==> config.mk <==
export PLATFORM = sky130hd
export DESIGN_NAME = axi4_lite_reg_slave_flat
export DESIGN_NICKNAME = d
export VERILOG_FILES = /design/src/rtl/axil_pkg.sv /design/src/rtl/axil_if.sv /design/src/rtl/axil_regfile.sv /design/src/rtl/axi4_lite_reg_slave.sv /design/src/flat_wrapper.sv
export SDC_FILE = /design/constraint.sdc
export NUM_CORES = 1
export LEC_CHECK = 0
export ABC_AREA = 1
export ABC_CLOCK_PERIOD_IN_PS = 50000
export BUFFER_PORTS_ARGS = -buffer_cell sky130_fd_sc_hd__buf_2
export CORE_MARGIN = 8
export CORE_UTILIZATION = 26
export CTS_BUF_LIST = sky130_fd_sc_hd__clkbuf_16
export DETAILED_ROUTE_END_ITERATION = 8
export PLACE_DENSITY = 0.48
export REMOVE_ABC_BUFFERS = 1
export SETUP_SLACK_MARGIN = 0.4
export SYNTH_ARGS = -nofsm -noshare
export SYNTH_HDL_FRONTEND = slang
export SYNTH_HIERARCHICAL = 1
export SYNTH_SLANG_ARGS = --single-unit
==> constraint.sdc <==
create_clock -name clk -period 50 [get_ports clk]
set_clock_uncertainty 0.2 [all_clocks]
set_input_delay 7.5 -clock clk [delete_from_list [all_inputs] [get_ports clk]]
set_output_delay 7.5 -clock clk [all_outputs]
set_load 0.1 [all_outputs]
==> src/rtl/axil_pkg.sv <==
// Shared types and constants for the AXI4-Lite register slave.
package axil_pkg;

  localparam int unsigned AXIL_DATA_W = 32;
  localparam int unsigned AXIL_STRB_W = AXIL_DATA_W / 8;

  typedef enum logic [1:0] {
    OKAY   = 2'b00,
    EXOKAY = 2'b01,
    SLVERR = 2'b10,
    DECERR = 2'b11
  } resp_t;

  typedef enum logic {WIdle, WResp} wr_state_t;
  typedef enum logic {RIdle, RData} rd_state_t;

endpackage

==> src/rtl/axil_if.sv <==
// AXI4-Lite bus bundle (AW/W/B/AR/R) with master and slave views.
interface axil_if import axil_pkg::*; #(
  parameter int unsigned ADDR_W = 32
) ();

  logic [ADDR_W-1:0]      awaddr;
  logic                   awvalid;
  logic                   awready;
  logic [AXIL_DATA_W-1:0] wdata;
  logic [AXIL_STRB_W-1:0] wstrb;
  logic                   wvalid;
  logic                   wready;
  resp_t                  bresp;
  logic                   bvalid;
  logic                   bready;
  logic [ADDR_W-1:0]      araddr;
  logic                   arvalid;
  logic                   arready;
  logic [AXIL_DATA_W-1:0] rdata;
  resp_t                  rresp;
  logic                   rvalid;
  logic                   rready;

  modport master (
    output awaddr, awvalid, wdata, wstrb, wvalid, bready, araddr, arvalid, rready,
    input  awready, wready, bresp, bvalid, arready, rdata, rresp, rvalid
  );

  modport slave (
    input  awaddr, awvalid, wdata, wstrb, wvalid, bready, araddr, arvalid, rready,
    output awready, wready, bresp, bvalid, arready, rdata, rresp, rvalid
  );

endinterface

==> src/rtl/axil_regfile.sv <==
// Register storage with byte-strobed write port and combinational read mux.
module axil_regfile import axil_pkg::*; #(
  parameter int unsigned             NUM_REGS  = 16,
  parameter logic [AXIL_DATA_W-1:0]  RESET_VAL = '0,
  localparam int unsigned            IdxW      = $clog2(NUM_REGS)
) (
  input  logic                            clk,
  input  logic                            rst,
  input  logic                            we,
  input  logic [IdxW-1:0]                 widx,
  input  logic [AXIL_DATA_W-1:0]          wdata,
  input  logic [AXIL_STRB_W-1:0]          wstrb,
  input  logic [IdxW-1:0]                 ridx,
  output logic [AXIL_DATA_W-1:0]          rdata,
  output logic [AXIL_DATA_W*NUM_REGS-1:0] regs_o
);

  logic [NUM_REGS-1:0][AXIL_DATA_W-1:0] regs_q;

  always_ff @(posedge clk or posedge rst) begin
    if (rst) begin
      regs_q <= {NUM_REGS{RESET_VAL}};
    end else if (we) begin
      for (int b = 0; b < AXIL_STRB_W; b++) begin
        if (wstrb[b]) regs_q[widx][8*b +: 8] <= wdata[8*b +: 8];
      end
    end
  end

  // Read sees the pre-edge contents, so a same-cycle write is not forwarded.
  assign rdata  = regs_q[ridx];
  assign regs_o = regs_q;

endmodule

==> src/rtl/axi4_lite_reg_slave.sv <==
// AXI4-Lite slave register bank with independent write/read channel FSMs.
// Optional AXIL_SLV_ERR_RESP_EN: out-of-range accesses answer SLVERR instead of OKAY.
module axi4_lite_reg_slave import axil_pkg::*; #(
  parameter int unsigned            NUM_REGS  = 16,
  parameter int unsigned            ADDR_W    = 32,
  parameter logic [AXIL_DATA_W-1:0] RESET_VAL = '0
) (
  input  logic                            clk,
  input  logic                            rst,
  axil_if.slave                           s_axi,
  output logic [AXIL_DATA_W*NUM_REGS-1:0] regs_o,
  output logic [NUM_REGS-1:0]             wr_pulse_o
);

  localparam int unsigned IdxW = $clog2(NUM_REGS);

`ifdef AXIL_SLV_ERR_RESP_EN
  localparam resp_t OorResp = SLVERR;
`else
  localparam resp_t OorResp = OKAY;
`endif

  function automatic logic in_range(logic [ADDR_W-1:0] addr);
    return (addr >> 2) < ADDR_W'(NUM_REGS);
  endfunction

  // Write channel
  wr_state_t              wr_state_q, wr_state_d;
  logic                   aw_got_q, aw_got_d, w_got_q, w_got_d;
  logic [ADDR_W-1:0]      awaddr_q, awaddr_d;
  logic [AXIL_DATA_W-1:0] wdata_q, wdata_d;
  logic [AXIL_STRB_W-1:0] wstrb_q, wstrb_d;
  resp_t                  bresp_q, bresp_d;
  logic [NUM_REGS-1:0]    wr_pulse_q, wr_pulse_d;

  logic                   aw_hs, w_hs, wr_fire, wr_ok, reg_we;
  logic [ADDR_W-1:0]      wr_addr;
  logic [AXIL_DATA_W-1:0] wr_data;
  logic [AXIL_STRB_W-1:0] wr_strb;
  logic [IdxW-1:0]        wr_idx;

  assign s_axi.awready = (wr_state_q == WIdle) && !aw_got_q;
  assign s_axi.wready  = (wr_state_q == WIdle) && !w_got_q;
  assign s_axi.bvalid  = (wr_state_q == WResp);
  assign s_axi.bresp   = bresp_q;

  assign aw_hs   = s_axi.awvalid && s_axi.awready;
  assign w_hs    = s_axi.wvalid && s_axi.wready;
  // A channel captured earlier is used from its holding register, else straight from the bus.
  assign wr_addr = aw_got_q ? awaddr_q : s_axi.awaddr;
  assign wr_data = w_got_q ? wdata_q : s_axi.wdata;
  assign wr_strb = w_got_q ? wstrb_q : s_axi.wstrb;
  assign wr_fire = (aw_got_q || aw_hs) && (w_got_q || w_hs);
  assign wr_ok   = in_range(wr_addr);
  assign wr_idx  = wr_addr[IdxW+1:2];
  assign reg_we  = wr_fire && wr_ok;

  always_comb begin
    wr_state_d = wr_state_q;
    aw_got_d   = aw_got_q;
    w_got_d    = w_got_q;
    awaddr_d   = awaddr_q;
    wdata_d    = wdata_q;
    wstrb_d    = wstrb_q;
    bresp_d    = bresp_q;
    wr_pulse_d = '0;
    unique case (wr_state_q)
      WIdle: begin
        if (aw_hs) begin
          aw_got_d = 1'b1;
          awaddr_d = s_axi.awaddr;
        end
        if (w_hs) begin
          w_got_d = 1'b1;
          wdata_d = s_axi.wdata;
          wstrb_d = s_axi.wstrb;
        end
        if (wr_fire) begin
          wr_state_d = WResp;
          aw_got_d   = 1'b0;
          w_got_d    = 1'b0;
          bresp_d    = wr_ok ? OKAY : OorResp;
          if (wr_ok) wr_pulse_d[wr_idx] = 1'b1;
        end
      end
      WResp: begin
        if (s_axi.bready) wr_state_d = WIdle;
      end
      default: wr_state_d = WIdle;
    endcase
  end

  always_ff @(posedge clk or posedge rst) begin
    if (rst) begin
      wr_state_q <= WIdle;
      aw_got_q   <= 1'b0;
      w_got_q    <= 1'b0;
      awaddr_q   <= '0;
      wdata_q    <= '0;
      wstrb_q    <= '0;
      bresp_q    <= OKAY;
      wr_pulse_q <= '0;
    end else begin
      wr_state_q <= wr_state_d;
      aw_got_q   <= aw_got_d;
      w_got_q    <= w_got_d;
      awaddr_q   <= awaddr_d;
      wdata_q    <= wdata_d;
      wstrb_q    <= wstrb_d;
      bresp_q    <= bresp_d;
      wr_pulse_q <= wr_pulse_d;
    end
  end

  assign wr_pulse_o = wr_pulse_q;

  // Read channel
  rd_state_t              rd_state_q, rd_state_d;
  logic [AXIL_DATA_W-1:0] rdata_q, rdata_d, rf_rdata;
  resp_t                  rresp_q, rresp_d;
  logic                   ar_hs, rd_ok;
  logic [IdxW-1:0]        rd_idx;

  assign s_axi.arready = (rd_state_q == RIdle);
  assign s_axi.rvalid  = (rd_state_q == RData);
  assign s_axi.rdata   = rdata_q;
  assign s_axi.rresp   = rresp_q;

  assign ar_hs  = s_axi.arvalid && s_axi.arready;
  assign rd_ok  = in_range(s_axi.araddr);
  assign rd_idx = s_axi.araddr[IdxW+1:2];

  always_comb begin
    rd_state_d = rd_state_q;
    rdata_d    = rdata_q;
    rresp_d    = rresp_q;
    unique case (rd_state_q)
      RIdle: begin
        if (ar_hs) begin
          rd_state_d = RData;
          rdata_d    = rd_ok ? rf_rdata : '0;
          rresp_d    = rd_ok ? OKAY : OorResp;
        end
      end
      RData: begin
        if (s_axi.rready) rd_state_d = RIdle;
      end
      default: rd_state_d = RIdle;
    endcase
  end

  always_ff @(posedge clk or posedge rst) begin
    if (rst) begin
      rd_state_q <= RIdle;
      rdata_q    <= '0;
      rresp_q    <= OKAY;
    end else begin
      rd_state_q <= rd_state_d;
      rdata_q    <= rdata_d;
      rresp_q    <= rresp_d;
    end
  end

  axil_regfile #(
    .NUM_REGS  (NUM_REGS),
    .RESET_VAL (RESET_VAL)
  ) u_regfile (
    .clk    (clk),
    .rst    (rst),
    .we     (reg_we),
    .widx   (wr_idx),
    .wdata  (wr_data),
    .wstrb  (wr_strb),
    .ridx   (rd_idx),
    .rdata  (rf_rdata),
    .regs_o (regs_o)
  );

endmodule

==> src/flat_wrapper.sv <==
// flat-port wrapper written by rule: the top's interface ports become plain ports
module axi4_lite_reg_slave_flat import axil_pkg::*;
#(
  parameter int unsigned            NUM_REGS  = 16,
  parameter int unsigned            ADDR_W    = 32,
  parameter logic [AXIL_DATA_W-1:0] RESET_VAL = '0
)
  (clk, rst, regs_o, wr_pulse_o, s_axi_awaddr, s_axi_awvalid, s_axi_wdata, s_axi_wstrb, s_axi_wvalid, s_axi_bready, s_axi_araddr, s_axi_arvalid, s_axi_rready, s_axi_awready, s_axi_wready, s_axi_bresp, s_axi_bvalid, s_axi_arready, s_axi_rdata, s_axi_rresp, s_axi_rvalid);
  axil_if #(.ADDR_W(ADDR_W)) s_axi_i ();
  input  logic clk;
  input  logic rst;
  output logic [AXIL_DATA_W*NUM_REGS-1:0] regs_o;
  output logic [NUM_REGS-1:0] wr_pulse_o;
  input wire logic [$bits(s_axi_i.awaddr)-1:0] s_axi_awaddr;
  input wire logic [$bits(s_axi_i.awvalid)-1:0] s_axi_awvalid;
  input wire logic [$bits(s_axi_i.wdata)-1:0] s_axi_wdata;
  input wire logic [$bits(s_axi_i.wstrb)-1:0] s_axi_wstrb;
  input wire logic [$bits(s_axi_i.wvalid)-1:0] s_axi_wvalid;
  input wire logic [$bits(s_axi_i.bready)-1:0] s_axi_bready;
  input wire logic [$bits(s_axi_i.araddr)-1:0] s_axi_araddr;
  input wire logic [$bits(s_axi_i.arvalid)-1:0] s_axi_arvalid;
  input wire logic [$bits(s_axi_i.rready)-1:0] s_axi_rready;
  output wire logic [$bits(s_axi_i.awready)-1:0] s_axi_awready;
  output wire logic [$bits(s_axi_i.wready)-1:0] s_axi_wready;
  output wire logic [$bits(s_axi_i.bresp)-1:0] s_axi_bresp;
  output wire logic [$bits(s_axi_i.bvalid)-1:0] s_axi_bvalid;
  output wire logic [$bits(s_axi_i.arready)-1:0] s_axi_arready;
  output wire logic [$bits(s_axi_i.rdata)-1:0] s_axi_rdata;
  output wire logic [$bits(s_axi_i.rresp)-1:0] s_axi_rresp;
  output wire logic [$bits(s_axi_i.rvalid)-1:0] s_axi_rvalid;
  assign s_axi_i.awaddr = s_axi_awaddr;
  assign s_axi_i.awvalid = s_axi_awvalid;
  assign s_axi_i.wdata = s_axi_wdata;
  assign s_axi_i.wstrb = s_axi_wstrb;
  assign s_axi_i.wvalid = s_axi_wvalid;
  assign s_axi_i.bready = s_axi_bready;
  assign s_axi_i.araddr = s_axi_araddr;
  assign s_axi_i.arvalid = s_axi_arvalid;
  assign s_axi_i.rready = s_axi_rready;
  assign s_axi_awready = s_axi_i.awready;
  assign s_axi_wready = s_axi_i.wready;
  assign s_axi_bresp = s_axi_i.bresp;
  assign s_axi_bvalid = s_axi_i.bvalid;
  assign s_axi_arready = s_axi_i.arready;
  assign s_axi_rdata = s_axi_i.rdata;
  assign s_axi_rresp = s_axi_i.rresp;
  assign s_axi_rvalid = s_axi_i.rvalid;
  axi4_lite_reg_slave #(.NUM_REGS(NUM_REGS), .ADDR_W(ADDR_W), .RESET_VAL(RESET_VAL)) u_core (.clk(clk), .rst(rst), .s_axi(s_axi_i), .regs_o(regs_o), .wr_pulse_o(wr_pulse_o));
endmodule
# After elaboration in Yosys (flattened, before gate mapping)
# Cells that the tools add are included.
# Widths: inputs -> output; s select.
dict set report word_totals {
  register_bits 632
  elab_cells 91
  in_bits 107
  output_inout_bits 569
}
dict set report op_classes {
  n_bitwise 2
  n_reduce_logical 19
  n_mux 40
  n_lt_le_gt_ge 5
}
# cell count
set op_table {}
lappend op_table {{$mux 512} 7}
lappend op_table {{$bwmux 512} 4}
lappend op_table {{$demux 32 s4} 4}
lappend op_table {{$mux 32} 5}
lappend op_table {{$bmux 32 s4} 1}
lappend op_table {{$mux 16} 4}
lappend op_table {{$lt 30x5->1 const B} 2}
lappend op_table {{$mux 24} 1}
lappend op_table {{$lt 4x5->1 const B} 2}
lappend op_table {{$reduce_and 2->1} 5}
lappend op_table {{$mux 1} 9}
lappend op_table {{$logic_and 1x1->1} 8}
lappend op_table {{$mux 8} 1}
lappend op_table {{$demux 1 s4} 1}
lappend op_table {{$ge 4x1->1 const B} 1}
lappend op_table {{$mux 4} 1}
lappend op_table {{$pmux 1 s2} 2}
lappend op_table {{$reduce_bool 2->1} 2}
lappend op_table {{$logic_not 1->1} 2}
lappend op_table {{$logic_or 1x1->1} 2}
lappend op_table {{$not 1->1} 2}

# Longest topological paths before layout
dict set report logic_depth {
  ltp_word 16
  depth_mapped 17
  ltp_nobuf 13
}

# Cells and area by module
# The synthesis kept the hierarchy.
# module instances cells_each area_per_inst_um2 seq_area_each_um2
set modules_own_cells {}
lappend modules_own_cells {axil_regfile 1 3318 24825.1 12812.3}
lappend modules_own_cells {axi4_lite_reg_slave 1 656 5481.5 2952.8}

# Worst setup path before layout
# OpenSTA, ideal clock, no wires.
dict set report synth_path {
  path_kind {register to output}
  startpoint {register u_core.wr_state_q (netlist: u_core/s_axi.bvalid)}
  endpoint {output s_axi_wready}
  required_ns 42.300
  path_buffers 0
  slack_ns 40.016
  path_stages_with_launch 2
  t_arrival_ns 2.284
  cell_sequence {dfrtp_1 -> nor2_1}
}
dict set report synth_via {
  elab_chain_cells 2
}
# element line_no
set synth_rtl {}
lappend synth_rtl {{start: declaration} axi4_lite_reg_slave.sv:28} ;# wr_state_t wr_state_q, wr_state_d;
lappend synth_rtl {{start signal: assignment} axi4_lite_reg_slave.sv:95} ;# wr_state_q <= WIdle;
lappend synth_rtl {{start signal: assignment} axi4_lite_reg_slave.sv:104} ;# wr_state_q <= wr_state_d;
lappend synth_rtl {{$not 1->1 (no source line)} n/a}
lappend synth_rtl {{$logic_and 1x1->1} axi4_lite_reg_slave.sv:43} ;# assign s_axi.wready = (wr_state_q == WIdle) && !w_got_q;
lappend synth_rtl {{end: declaration} flat_wrapper.sv:24} ;# output wire logic [$bits(s_axi_i.wready)-1:0] s_axi_wready;
# Every way passes these cells.

==> flow_summary.yaml <==
logic_synthesis:
  synth.top_cells.by_area: "sky130_fd_sc_hd__dfrtp_1 52%, sky130_fd_sc_hd__nand2_1 18%, sky130_fd_sc_hd__o21ai_0 10%, sky130_fd_sc_hd__nand3_1 6.5%, sky130_fd_sc_hd__inv_1 6.1%"
  synth_simple_gate_area_share_pct: 26.2
  synth-compound-area-share_pct: 10.9
  register_area_share_after_synthesis_pct: 52.0
  synth.avg_cell_area_um2: 7.63
  synthesized_area_fraction_occupied_by_adder_cells_pct: 0
  synthesis.instances: 3974
  synth_xor_xnor_area_share_pct: 0
  ys_seq_elements: 630
  synth_top_family_by_area: "simple AND/OR/NAND/NOR gates"
  synthesis.yosys.warnings: 6
  post-synth-top-area-fraction_pct: 52.0
  yosysTopAreaCell: "sky130_fd_sc_hd__dfrtp_1"
  syn-cell-area_mm2: 0.0303
  yosys.cell_types.count: 28
  synthMuxAreaShare_pct: 0.372
global_routing:
  grt_first_pass_wirelength_um: 197000
  grt.overflow.total: 0
  grt_usage_pct: 20.8
  antenna_found_initial: 12
  largest_net_degree_at_the_start_of_global_routing: 112
  via_count_of_the_first_global_routing_pass: 27200
sta:
  fin_crit_sh_pct: 21.7
  finalCriticalPeriod_ns: 10.84
  fin_setup_tns_ns: 0
  report.final.slew_viol_count: 0
  slew_headroom_pct: 24.7
  grt_setup_unrepaired: "false"
  hold_vio_cnt_final: 0
  worst_slew_pin_slew_ns: 1.13
  max_freq_mhz: 92.3
  finalSetupViolCount: 0
routing:
  total_wire_length_um: 137000
  dr_vias: 28300
  route.detailed.vias_per_inst: 4.64
  drt_iter0_drc: 2085
  routed_wire_length_per_instance_um: 22.6
  number_of_remaining_drc_errors: 0
  drtAntennaViolNets: 0
  drt-pass1-iter-count: 5
cts:
  cts.reportedPaths.clkPinSlew_ns: 0.05
  post-cts-setup-buffer-count: 0
  post_cts_resize_count: 0
  ctsRootBufferMaster: "sky130_fd_sc_hd__clkbuf_16"
  tritoncts_clock_tree: "yes"
  cts.sinks: 630
  ctsLongestPathBuffers: 3
  ctsHtreeMaxLevel: 3
  post_cts_hold_buffer_count: 0
  clk_latency_ns: 0.65
  clock_buffer_count_from_cts: 78
pwr:
  p_per_area_mw_per_mm2: 36.6
  static-leakage-power_nw: 19.1
  peakVddDrop_v: 0.0000265
min_path:
  hold_path_class: "reg2reg"
finish:
  layout-drive-gt1-share_pct: 18.7
  area_delta_synth_final_pct: 22.1
  fin_nets: 4622
  stdcell_count: 6097
die:
  die_area_mm2: 0.128
  core_mm2: 0.116
  io-pin-count: 676
  placement_rows: 125
  start_util_pct: 26.2
  die_width_um: 357
  chip_height_um: 357
critical_path:
  worst-setup-path-type: "in2async"
  crit_startpoint: "rst"
  crit_path_start_kind: "input port"
  timing.critical_path.fanout_max: 111
  critical_path.reg2reg.startpoint: "u_core/aw_got_q"
  endpoint: "u_core/u_regfile/regs_o[75]"
  setup.worst_path.end_class: "asynchronous set/reset pin"
  critPathArrivalTime_ns: 11.32
  ff2ff_setup_slack_ns: 45.72
  critical_path_required_ns: 50.48
  reg2regPathDepth: 13
  endpoint_of_the_lowest_slack_register_to_register_path: "u_core/u_regfile/regs_o[70]"
placement:
  placedCellCount: 5959
  routabilityCongestion: 0.815
  dp_hpwl_um: 95400
  numPortBuffers: 667
status:
  outcome: "complete, no violations"
flow_run:
  maxCapViolCount: 0
per-layer routing:
layer	share of wire, %	GRT usage [%]	vias up
li1	-	-	13500
met1	43	27.0	13700
met2	47	34.1	919
met3	7.4	5.43	191
met4	3.1	5.91	10
met5	0.043	0	-
worst max-delay path: stages:
cell and delay (ns):
sky130_fd_sc_hd__buf_2 0.15, sky130_fd_sc_hd__inv_8 0.58, sky130_fd_sc_hd__buf_4 0.69, sky130_fd_sc_hd__buf_4 0.68, sky130_fd_sc_hd__buf_4 0.79, sky130_fd_sc_hd__buf_4 0.76
flip-flops by register name, summed over array words and instances, names as in the netlist:
name,cells
u_core/aw_got_q,1
u_core/wdata_q,32
u_core/u_regfile/regs_o,512
u_core/s_axi.rdata,32
u_core/wstrb_q,4
u_core/awaddr_q,30
u_core/s_axi.rvalid,1
u_core/wr_pulse_o,16
u_core/w_got_q,1
u_core/s_axi.bvalid,1
where the power goes:
| group | internal [mW] | switching (mW) | total (mW) | leakage (nW) |
|---|---|---|---|---|
| clock network | 0.320 | 0.237 | 0.557 | 1.25 |
| registers | 0.537 | 0.0178 | 0.555 | 8.67 |
| logic | 0.0483 | 0.192 | 0.240 | 9.18 |
worst min path at each step:
stage | end | cells past startpoint | from | slack (ns)
after CTS | u_core/s_axi.rdata[0] | 2 | u_core/s_axi.rdata[0] | 0.29
final | u_core/s_axi.rdata[6] | 2 | u_core/s_axi.rdata[6] | 0.28
after global routing | u_core/s_axi.rdata[7] | 2 | u_core/s_axi.rdata[7] | 0.31
after detailed placement | u_core/s_axi.rdata[5] | 2 | u_core/s_axi.rdata[5] | 0.27
after floorplan | u_core/awaddr_q[24] | 2 | u_core/awaddr_q[24] | 0.24
after global placement | u_core/awaddr_q[24] | 2 | u_core/awaddr_q[24] | 0.26
cell usage in the layout (no fill, tap or decap), types with 3 or more instances in the layout:
| cell | count |
|---|---|
| sky130_fd_sc_hd__nor3_1 | 8 |
| sky130_fd_sc_hd__inv_2 | 6 |
| sky130_fd_sc_hd__clkinv_2 | 9 |
| sky130_fd_sc_hd__mux2_2 | 10 |
| sky130_fd_sc_hd__clkinv_1 | 14 |
| sky130_fd_sc_hd__nor2_1 | 69 |
| sky130_fd_sc_hd__dfrtp_1 | 629 |
| sky130_fd_sc_hd__clkinv_8 | 3 |
| sky130_fd_sc_hd__clkbuf_16 | 80 |
| sky130_fd_sc_hd__clkinvlp_4 | 5 |
| sky130_fd_sc_hd__nor2_4 | 5 |
| sky130_fd_sc_hd__nand3_1 | 395 |
| sky130_fd_sc_hd__bufinv_16 | 6 |
| sky130_fd_sc_hd__conb_1 | 4 |
| sky130_fd_sc_hd__o21ai_2 | 3 |
| sky130_fd_sc_hd__nand2_2 | 5 |
| sky130_fd_sc_hd__inv_1 | 503 |
| sky130_fd_sc_hd__buf_2 | 664 |
| sky130_fd_sc_hd__o21ai_0 | 629 |
| sky130_fd_sc_hd__a21oi_1 | 14 |
| sky130_fd_sc_hd__nor3_2 | 9 |
| sky130_fd_sc_hd__nand2_1 | 1445 |
| sky130_fd_sc_hd__buf_4 | 35 |
| sky130_fd_sc_hd__a31oi_1 | 3 |
Yosys cell counts (all sizes together):
cell / n
inv: 496
mux2: 10
clkbuf: 74
nand3b: 2
buf: 169
nand3: 396
nand4: 1
nand2: 1451
conb: 1
nor2: 76
nor3: 17
a21oi: 15
o21ai: 633
a31oi: 3
dfrtp: 630
per-stage QoR:
| stage | power (mW) | hold slack, ns | setup WS, ns | area (µm²) | utilization [%] |
|---|---|---|---|---|---|
| finish | 1.35 | 0.280 | 39.16 | 37000 | 31.9 |
| global route | 1.41 | 0.306 | 38.57 | 37000 | 31.9 |
| CTS | 1.37 | 0.286 | 38.90 | 37000 | 31.9 |
| detailed placement | 0.809 | 0.272 | 38.21 | 34500 | 29.8 |
| global placement | 0.807 | 0.263 | 38.18 | 34500 | 29.8 |
| floorplan | 0.694 | 0.244 | 28.00 | 29000 | - |
layout make-up:
| cell class | instances | area [µm²] |
|---|---|---|
| fill | 12600 | 78900 |
| sequential | 630 | 15800 |
| multi-input combinational | 2608 | 11400 |
| timing repair buffer | 701 | 3610 |
| clock buffer | 80 | 2000 |
| tap | 1524 | 1910 |
| inverter | 496 | 1890 |
| clock inverter | 56 | 444 |
| antenna | 2 | 5.00 |
kinds of logic (layout without fill, tap and decap cells):
logic type | after synthesis | after routing
compound gates | 651 | 651
buf+inv | 739 | 1333
other cells | 1 | 6
mux | 10 | 10
flops | 630 | 630
simple gates | 1943 | 1943
No activity file was read; power rests on OpenSTA's default activity.
